<file path="src/rtl/mux4_rr_arbiter.sv">
// Round-robin arbiter that owns the select lines of a shared 4:1 data mux.
// One requester is granted at a time, each tenure is bounded by HOLD_MAX
// cycles, and the granted input is delivered on a registered output y.
module mux4_rr_arbiter #(
    parameter int unsigned DATA_W   = 8,
    parameter int unsigned HOLD_MAX = 16
) (
    input  logic              clk,
    input  logic              rst,
    input  logic [3:0]        req,
    input  logic [DATA_W-1:0] a,
    input  logic [DATA_W-1:0] b,
    input  logic [DATA_W-1:0] c,
    input  logic [DATA_W-1:0] d,
    output logic [3:0]        gnt,
    output logic              sel0,
    output logic              sel1,
    output logic [DATA_W-1:0] y,
    output logic              y_vld,
    output logic              busy,
    output logic              timeout
);

    localparam int unsigned    HW        = $clog2(HOLD_MAX);
    localparam logic [HW-1:0]  HOLD_LAST = HW'(HOLD_MAX - 1);

    typedef enum logic {
        IDLE,
        GRANT
    } state_t;

    state_t         state, state_nxt;
    logic [1:0]     owner, owner_nxt;
    logic [1:0]     ptr, ptr_nxt;
    logic [HW-1:0]  hold_cnt, hold_nxt;
    logic           timeout_nxt;

    // First asserted request found scanning upward from p, wrapping 3->0.
    function automatic logic [1:0] rr_pick(input logic [3:0] r, input logic [1:0] p);
        logic [1:0] idx;
        logic [1:0] res;
        logic       found;
        res   = p;
        found = 1'b0;
        for (int unsigned k = 0; k < 4; k++) begin
            idx = p + 2'(k);
            if (!found && r[idx]) begin
                res   = idx;
                found = 1'b1;
            end
        end
        return res;
    endfunction

    // Control state register; owner keeps the last index so sel0/sel1 hold in IDLE.
    always_ff @(posedge clk or posedge rst) begin
        if (rst) begin
            state    <= IDLE;
            owner    <= '0;
            ptr      <= '0;
            hold_cnt <= '0;
            timeout  <= 1'b0;
        end else begin
            state    <= state_nxt;
            owner    <= owner_nxt;
            ptr      <= ptr_nxt;
            hold_cnt <= hold_nxt;
            timeout  <= timeout_nxt;
        end
    end

    // Next-state logic: arbitration in IDLE, release or hold-limit cut in GRANT.
    always_comb begin
        state_nxt   = state;
        owner_nxt   = owner;
        ptr_nxt     = ptr;
        hold_nxt    = hold_cnt;
        timeout_nxt = 1'b0;
        unique case (state)
            IDLE: begin
                hold_nxt = '0;
                if (|req) begin
                    state_nxt = GRANT;
                    owner_nxt = rr_pick(req, ptr);
                end
            end
            GRANT: begin
                hold_nxt = (hold_cnt == HOLD_LAST) ? hold_cnt : hold_cnt + 1'b1;
                // A voluntary release wins over the hold limit, so no timeout then.
                if (!req[owner]) begin
                    state_nxt = IDLE;
                    ptr_nxt   = owner + 2'd1;
                end else if (hold_cnt == HOLD_LAST) begin
                    state_nxt   = IDLE;
                    ptr_nxt     = owner + 2'd1;
                    timeout_nxt = 1'b1;
                end
            end
            default: state_nxt = IDLE;
        endcase
    end

    // Outputs decoded purely from registered state.
    always_comb begin
        gnt = '0;
        if (state == GRANT) begin
            gnt[owner] = 1'b1;
        end
        sel0 = owner[1];
        sel1 = owner[0];
        busy = (state == GRANT);
    end

    // Registered mux output, one cycle behind the grant.
    always_ff @(posedge clk or posedge rst) begin
        if (rst) begin
            y     <= '0;
            y_vld <= 1'b0;
        end else if (state == GRANT) begin
            y_vld <= 1'b1;
            case (owner)
                2'd0:    y <= a;
                2'd1:    y <= b;
                2'd2:    y <= c;
                default: y <= d;
            endcase
        end else begin
            y     <= '0;
            y_vld <= 1'b0;
        end
    end

endmodule
</file>
<file path="config.mk">
export PLATFORM = sky130hd
export DESIGN_NAME = mux4_rr_arbiter
export DESIGN_NICKNAME = d
export VERILOG_FILES = /design/src/rtl/mux4_rr_arbiter.sv
export SDC_FILE = /design/constraint.sdc
export NUM_CORES = 1
export LEC_CHECK = 0
export ABC_AREA = 1
export CORE_MARGIN = 2
export CORE_UTILIZATION = 45
export DETAILED_ROUTE_END_ITERATION = 8
export PLACE_DENSITY = 0.9
export SYNTH_ARGS = -nofsm -noshare
export SYNTH_HDL_FRONTEND = slang
export SYNTH_SLANG_ARGS = --single-unit
</file>
<file path="constraint.sdc">
create_clock -name clk -period 2.5 [get_ports clk]
set_input_delay 0.5 -clock clk [delete_from_list [all_inputs] [get_ports clk]]
set_output_delay 0.5 -clock clk [all_outputs]
set_load 0.05 [all_outputs]
</file>
# Yosys cells after proc, flatten, opt, wreduce, memory -nomap -nowiden
# Index checks and enable logic that the tools add are counted.
[totals]
word_cells = 74
mem_bits_ro = 0
mem_count = 0
latch_bits = 0
mem_bits_rw = 0
in_bits = 38
ff_bits = 19
[op_classes]
mux = 39
div_mod_pow = 0
n_eq_ne = 5
reduce_logical = 11
magnitude_cmp = 6
add_sub_neg = 5
n_bitwise = 1
shift = 0
mul = 0
[ops]
columns = ["op", "count"]
rows = [
  ["8-bit one-hot mux with 3 select lines", 1],
  ["1-bit 2-to-1 mux", 22],
  ["2-bit by 3-bit < comparator with 1-bit output, second input constant", 5],
  ["1-bit binary-select mux with 2-bit select", 5],
  ["2-bit 2-to-1 mux", 5],
  ["4-bit 2-to-1 mux", 2],
  ["8-bit 2-to-1 mux", 1],
  ["4-bit one-hot mux with 2 select lines", 1],
  ["2-bit by 1-bit adder with 2-bit output, second input constant", 2],
  ["2-bit adder, second input constant", 2],
  ["4-bit by 1-bit adder with 4-bit output, second input constant", 1],
  ["4-bit equality test, second input constant", 1],
  ["1-bit logical AND", 4],
  ["2-bit inequality test, second input constant", 2],
  ["2-bit AND reduction", 2],
  ["4-bit OR reduction", 1],
  ["1-bit zero test", 3],
  ["1-bit demux with 2-bit select", 1],
  ["2-bit by 1-bit equality test with 1-bit output, second input constant", 1],
  ["2-bit equality test, second input constant", 1],
  ["2-bit by 1-bit greater-or-equal comparator with 1-bit output, second input constant", 1],
  ["2-bit zero test", 1],
  ["1-bit one-hot mux with 2 select lines", 1],
  ["1-bit inverter", 1],
]

# Longest topological paths before layout
# Gate-level depths: netlist (run 1).
[depth]
depth_word = 18
ltp_mapped = 12
ltp_nobuf = 12

# Least setup slack after synthesis (run 1)
# Ideal clock, no wire load.
[synth_path]
path_type = "register to output"
start = "reg owner[0]"
end = "out gnt[1]"
t_arrival_ns = 1.586
required_ns = 2.000
slack_ns = 0.414
stages_incl_launch_ff = 5
cell_sequence = "dfrtp_1 > ha_1 > buf_1 > nand2_1 > inv_1"
[synth_between]
elab_chain_cells = 5
word_cells_on_any_way = 6
cone_classes = "2 x order compare; 3 x mux; 1 x reduce/logical"
[synth_lines]
columns = ["element", "line_no", "text"]
rows = [
  ["from (decl)", "33", "logic [1:0] owner, owner_nxt;"],
  ["from (signal assigned)", "65", "owner <= owner_nxt;"],
  ["2-bit by 3-bit < comparator with 1-bit output (implied by the code) / 2-bit by 1-bit greater-or-equal comparator with 1-bit output (equally long branches)", "107", "gnt[owner] = 1'b1;"],
  ["1-bit logical AND (implied by the code)", "107", ""],
  ["1-bit 2-to-1 mux (implied by the code)", "107", ""],
  ["1-bit demux with 2-bit select (*)", "107", ""],
  ["4-bit 2-to-1 mux (*)", "106", "if (state == GRANT) begin"],
  ["to (decl)", "15", "output logic [3:0] gnt,"],
]
# Mark *: on every way between the ends. The rest lies on a longest branch, timed or not.

# Worst setup path after layout (run 1)
[layout_path]
start = "reg owner[0]"
end = "out gnt[3]"
# The elaborated chain is that of the path after synthesis.

==> run metrics, run 1 <==
Post-Synthesis Cells 175; Synth top area share 37.48%; post-route cell area between 0.0015 and 0.002 mm²; Hold Vio Cnt, Final 0; IO Count 55; drt total wl 3.142 mm; Critical Path Source Type flip-flop; DRT Pass-1 Iters 6; Mapped Area 0.001269 mm²; CTS clock-pin slew for the worst setup and hold paths 0.11 ns; IO Port Bufs between 50 and 60; #FFs+latches synth 19; min-delay worst type reg -> reg; Die Area 0.003260 mm²; CP max FO 9; Worst-Skew Late Latency 0.30 ns; post-synth top area cell dfrtp_1; crit share post-route 95.92%; most common cell after layout, fill and taps aside nand2_1; core area 0.002710 mm²; Sequential Area roughly 480 µm²; sequential-to-total area share from yosys stat a little under two fifths; Worst Path Required 2.00 ns; share of cells above drive strength 1 11.84%; area of the multi-input gates 695.7 µm²; first-pass GRT wire length 5.368 mm; WS Path Type reg -> out; Critical Path Max Stage Delay a little under 0.8 ns; H-tree levels 1; final setup fails 0; final net count 273; met3 usage 5.442%; Clk pwr share 6.5%; dpl cell area 0.001847 mm²; sw power 1.319 mW; CP Capture Type primary output; M2 GR Usage 37.77%; CTS root buffer clkbuf_4; Synthesized Nets 219; most used routing layer met2; Max Slew Vio Count 0; synthesis warning total 0; Avg Inst Size Synth 7.250 µm²; Comb pwr share 69.9%; Final Hold Slack 0.5434 ns; total track usage 20.74%; run status completed; worst-path cell chain ha_1, nand2_1, inv_1, clkdlybuf4s50_1; Vias/cell a little over 5; final cell count without fillers between 200 and 300; LEAKAGE 0.8879 nW; largest net degree at the start of global routing 20; max_slew headroom 54.26%; Final Skew roughly 0.0085 ns; n_diodes 0; antenna viol nets, final 0; gpl congestion 0.8670; Flop pwr share 23.6%; initial cell density of the core 46.81%; Post-CTS Hold Buffers 0; clk sink count 19; CP max stage cell clkdlybuf4s50_1; via count around 1300; FILL cells 225; Area Overhead vs Synth 47.73%; CTS resizes 0; Die W 57.10 µm; crit path time final 2.398 ns; Int Power 1.110 mW; placed cells 255; detailed placement HPWL 2.526 mm; initial drt markers 36; row cnt 19; total of max-cap violations 0; count of cell types in the netlist 20; total CTS buffers 3; Die H 57.10 µm; f_max between 400 and 500 MHz; number of setup buffers added after CTS 0; most frequent cells in the layout nand2_1, clkdlybuf4s50_1, dfrtp_1, o21ai_0, inv_1; DR WL/cell 12.13 µm; clock buffer depth 2; Worst Path Arrival 1.90 ns; top post-synthesis cells by area dfrtp_1, nand2_1, ha_1; post-layout power approximately 2.4 mW; Worst-Margin Slew about 0.69 ns; CTS tree built; residual DRC count 0; setup TNS 0 ns; GRT overflow 0; peak supply drop 0.001099 V; initial antenna violation count 0; unrepaired setup endpoints after global routing no; vias in the first global route about 1300; met1 Track Usage GR 23.81%; Pwr Density 1296 mW/mm²; sw frac between 50 and 60%
## layer usage
layer  up-vias  routed length (µm)
li1        676                   -
met1       617                1319
met2        46                1594
met3         5                 198
met4         0                  29
met5         -                   0
## state kept, by name (all words and copies together) (netlist names)
name and cells:
hold_cnt 4, busy 1, ptr 2, timeout 1
owner 2, y_vld 1, y 8
## final cells by class
class                   instances  area share (%)
multi-input cells             132           37.12
inverters                      17           3.405
clock inverters                 1          0.2670
well taps                      31           2.069
clock buffers                   3           1.202
repair buffers                 56           30.57
flip-flops and latches         19           25.37
## cells in the mapped netlist, drive strengths merged
library cell   n
dfrtp         19
nand3         13
nor2           8
a21oi         10
clkbuf         4
nand2         67
nor4           1
inv           17
a31oi          9
buf            3
xor2           2
ha             6
o21ai         16
## final timing paths
kind | startpoint | end | slack, ns | cells after the start
min in group asynchronous | rst | y[5] | 0.58 | 2
worst min-delay path | hold_cnt[2] | hold_cnt[2] | 0.54 | 1
worst max register to register | ptr[0] | owner[0] | 0.80 | 9
worst min register to register | hold_cnt[2] | hold_cnt[2] | 0.54 | 1
worst max-delay path | owner[0] | gnt[3] | 0.10 | 4
max in group asynchronous | rst | ptr[1] | 1.47 | 2
## power by group through the flow
stage | Clock [mW] | Sequential, mW | Combinational, mW
finish | 0.158 | 0.574 | 1.70
global route | 0.173 | 0.589 | 1.86
CTS | 0.160 | 0.573 | 1.71
detailed placement | 0 | 0.581 | 1.70
global placement | 0 | 0.568 | 1.68
floorplan | 0 | 0.822 | 0.941
## critical path: cells and delay by family (launching register included)
kind,cells,cell delay (ns)
buffers and inverters,2,0.83
flip-flops,1,0.51
adder cells (fa/ha/maj),1,0.19
AND/OR/NAND/NOR,1,0.05
## through the flow
step,setup slack (ns),utilization (%)
final,0.1019,69.16
after global routing,0.01241,69.16
after CTS,0.09392,69.16
after detailed placement,0.4410,68.14
after global placement,0.4701,68.14
after floorplan,0.4135,-
## logic make-up after synthesis
logic type	after synthesis	share of synthesized area (%)
buffers and inverters	24	7.692
DFF	19	37.48
adders and majority gates	6	5.917
xor gates and xnor gates	2	1.381
and+or+nand+nor	89	32.84
AOI/OAI and AO/OA	35	14.69
Note: power is estimated with default switching activity, not from simulation.
==> run 2: changes to the inputs <==
==> constraint.sdc (replaced) <==
create_clock -name clk -period 2.9 [get_ports clk]
set_input_delay 0.58 -clock clk [delete_from_list [all_inputs] [get_ports clk]]
set_output_delay 0.58 -clock clk [all_outputs]
set_load 0.05 [all_outputs]
==> run metrics, run 2 (synthesis gave the netlist of run 1 again) <==
run status completed (unchanged); detailed placement HPWL 2.496 mm (was 2.526 mm); final net count 274 (was 273); IO Count 55 (unchanged); Max Slew Vio Count 0 (unchanged); via count 1317 (was 1344); total track usage 21.85% (was 20.74%); DRT Pass-1 Iters 4 (was 6); initial antenna violation count 0 (unchanged); most frequent cells in the layout nand2_1, clkdlybuf4s50_1, dfrtp_1, o21ai_0, inv_1 (unchanged); residual DRC count 0 (unchanged); Most common cell on crit path inv_1; worst-path cell chain inv_1, ha_1, nand2_1, inv_1, clkdlybuf4s50_1 (was ha_1, nand2_1, inv_1, clkdlybuf4s50_1); CTS root buffer clkbuf_4 (unchanged); Worst Hold Depth 1 (unchanged); WS Path Type reg -> out (unchanged); final setup fails 0 (unchanged); RR Startpoint ptr[0] (unchanged); hold path startpoint hold_cnt[2] (unchanged); row cnt 19 (unchanged); Hold Vio Cnt, Final 0 (unchanged); f_max 386.7 MHz; first-pass GRT wire length 5.568 mm (was 5.368 mm); FILL cells 225 (unchanged); gpl congestion 0.8973 (was 0.8670); Area Overhead vs Synth 47.14% (was 47.73%); number of setup buffers added after CTS 0 (unchanged); CP Capture Type primary output (unchanged); Die H 57.10 µm (unchanged); GRT overflow 0 (unchanged); LEAKAGE 0.8976 nW (was 0.8879 nW); crit path time final 2.586 ns; DR WL/cell 12.10 µm (was 12.13 µm); crit share post-route 89.18%; largest net degree at the start of global routing 20 (unchanged); total of max-cap violations 0 (unchanged); IO Port Bufs 54 (unchanged); Worst Path Arrival 2.01 ns (was 1.90 ns); Worst Path Required 2.32 ns (was 2.00 ns); Critical Path Source Type flip-flop (unchanged); vias in the first global route 1289 (was 1273); largest registers y (8), hold_cnt (4) (unchanged); most common cell after layout, fill and taps aside nand2_1 (unchanged); total CTS buffers 3 (unchanged); post-route cell area 0.001867 mm² (was 0.001874 mm²); max_slew headroom 52.46% (was 54.26%); Worst-Margin Slew 0.7124 ns (was 0.6853 ns); initial drt markers 39 (was 36); R2R depth 9 (unchanged); min-delay worst type reg -> reg (unchanged); Final Util 68.88% (was 69.16%); CP max FO 9 (unchanged); Pwr Density 1102 mW/mm² (was 1296 mW/mm²); area of the multi-input gates 695.7 µm² (unchanged); Vias/cell 5.065 (was 5.189); clock buffer depth 2 (unchanged); CP Launch Point owner[0] (unchanged); CP max stage cell clkdlybuf4s50_1 (unchanged); antenna viol nets, final 0 (unchanged); Final Skew 0.004295 ns (was 0.008543 ns); Critical Path Max Stage Delay 0.81 ns (was 0.78 ns); Biggest register y (unchanged); max FFs per register 8 (unchanged); Worst-Skew Late Latency 0.30 ns (about the same); peak supply drop 0.0007379 V (was 0.001099 V); core area 0.002710 mm² (unchanged); initial cell density of the core 46.81% (unchanged); Die Area 0.003260 mm² (unchanged); CTS tree built (unchanged); Die W 57.10 µm (unchanged); Final Hold Slack 0.5374 ns (was 0.5434 ns); drt total wl 3.147 mm (was 3.142 mm); clk sink count 19 (unchanged); H-tree levels 1 (unchanged); share of cells above drive strength 1 10.92% (was 11.84%); CTS clock-pin slew for the worst setup and hold paths 0.11 ns (about the same); setup TNS 0 ns (unchanged); final cell count without fillers 260 (was 259); Sequential Area 475.5 µm² (unchanged); unrepaired setup endpoints after global routing no (unchanged); placed cells 256 (was 255); n_diodes 0 (unchanged); dpl cell area 0.001837 mm² (was 0.001847 mm²)
-- run 2: cell count changes in the layout (fill, tap and decap cells not counted) --
cell	previous run	this run
buf_12	2	0
clkdlybuf4s50_1	51	53
dlymetal6s2s_1	0	1
-- run 2: through the flow --
step / total power, mW / worst slack, ns
finish: 2.058 / 0.3137
detailed placement: 1.935 / 0.4540
global route: 2.239 / 0.1535
floorplan: 1.520 / 0.7335
global placement: 1.912 / 0.4989
CTS: 2.075 / 0.1020
-- run 2: timing repair --
action / in CTS / in global routing
resized for setup: 0 / 1
hold buffers: 0 / 0
endpoints found under the setup margin: 0 / 1
-- run 2: cell type report --
cell class,instances,area share [%]
multi-input cells,132,37.27
repair buffers,57,30.29
flip-flops and latches,19,25.47
inverters,17,3.418
well taps,31,2.078
clock buffers,3,1.206
clock inverters,1,0.2681
-- run 2: path summary, 6_finish.rpt --
path	endpoint	slack, ns
hold / removal	hold_cnt[2]	0.54
hold reg to reg	hold_cnt[2]	0.54
setup / recovery	gnt[2]	0.31
setup reg to reg	owner[0]	1.16
min in group asynchronous	y_vld	0.68
max in group asynchronous	y[0]	1.76
-- run 2: layer usage --
layer / share of wire, % / routed length (µm) / GRT usage [%]
met1: 43 / 1356 / 27.59
met2: 49 / 1550 / 36.12
met3: 6.0 / 189 / 5.896
met4: 1.6 / 51 / 7.641
met5: 0 / 0 / 0
-- run 2: power by group --
part,internal [mW],switching [mW],leakage (nW)
registers,0.375,0.121,0.239
logic,0.510,0.918,0.640
clock network,0.0515,0.0830,0.0177
total,0.937,1.12,0.898
-- run 2: critical path: cells and delay by family (launching register included) --
kind,cells,cell delay [ns]
adder cells (fa/ha/maj),1,0.17
buffers and inverters,3,1.01
flip-flops,1,0.48
AND/OR/NAND/NOR,1,0.05
==> run 3: changes to the inputs <==
--- a/config.mk
+++ b/config.mk
@@ -6,6 +6,7 @@
 export NUM_CORES = 1
 export LEC_CHECK = 0
 export ABC_AREA = 1
+export CAP_MARGIN = 20
 export CORE_MARGIN = 2
 export CORE_UTILIZATION = 45
 export DETAILED_ROUTE_END_ITERATION = 8
==> results of run 3 <==
Same layout as run 2: the final DEF is identical, and so are final timing and power.
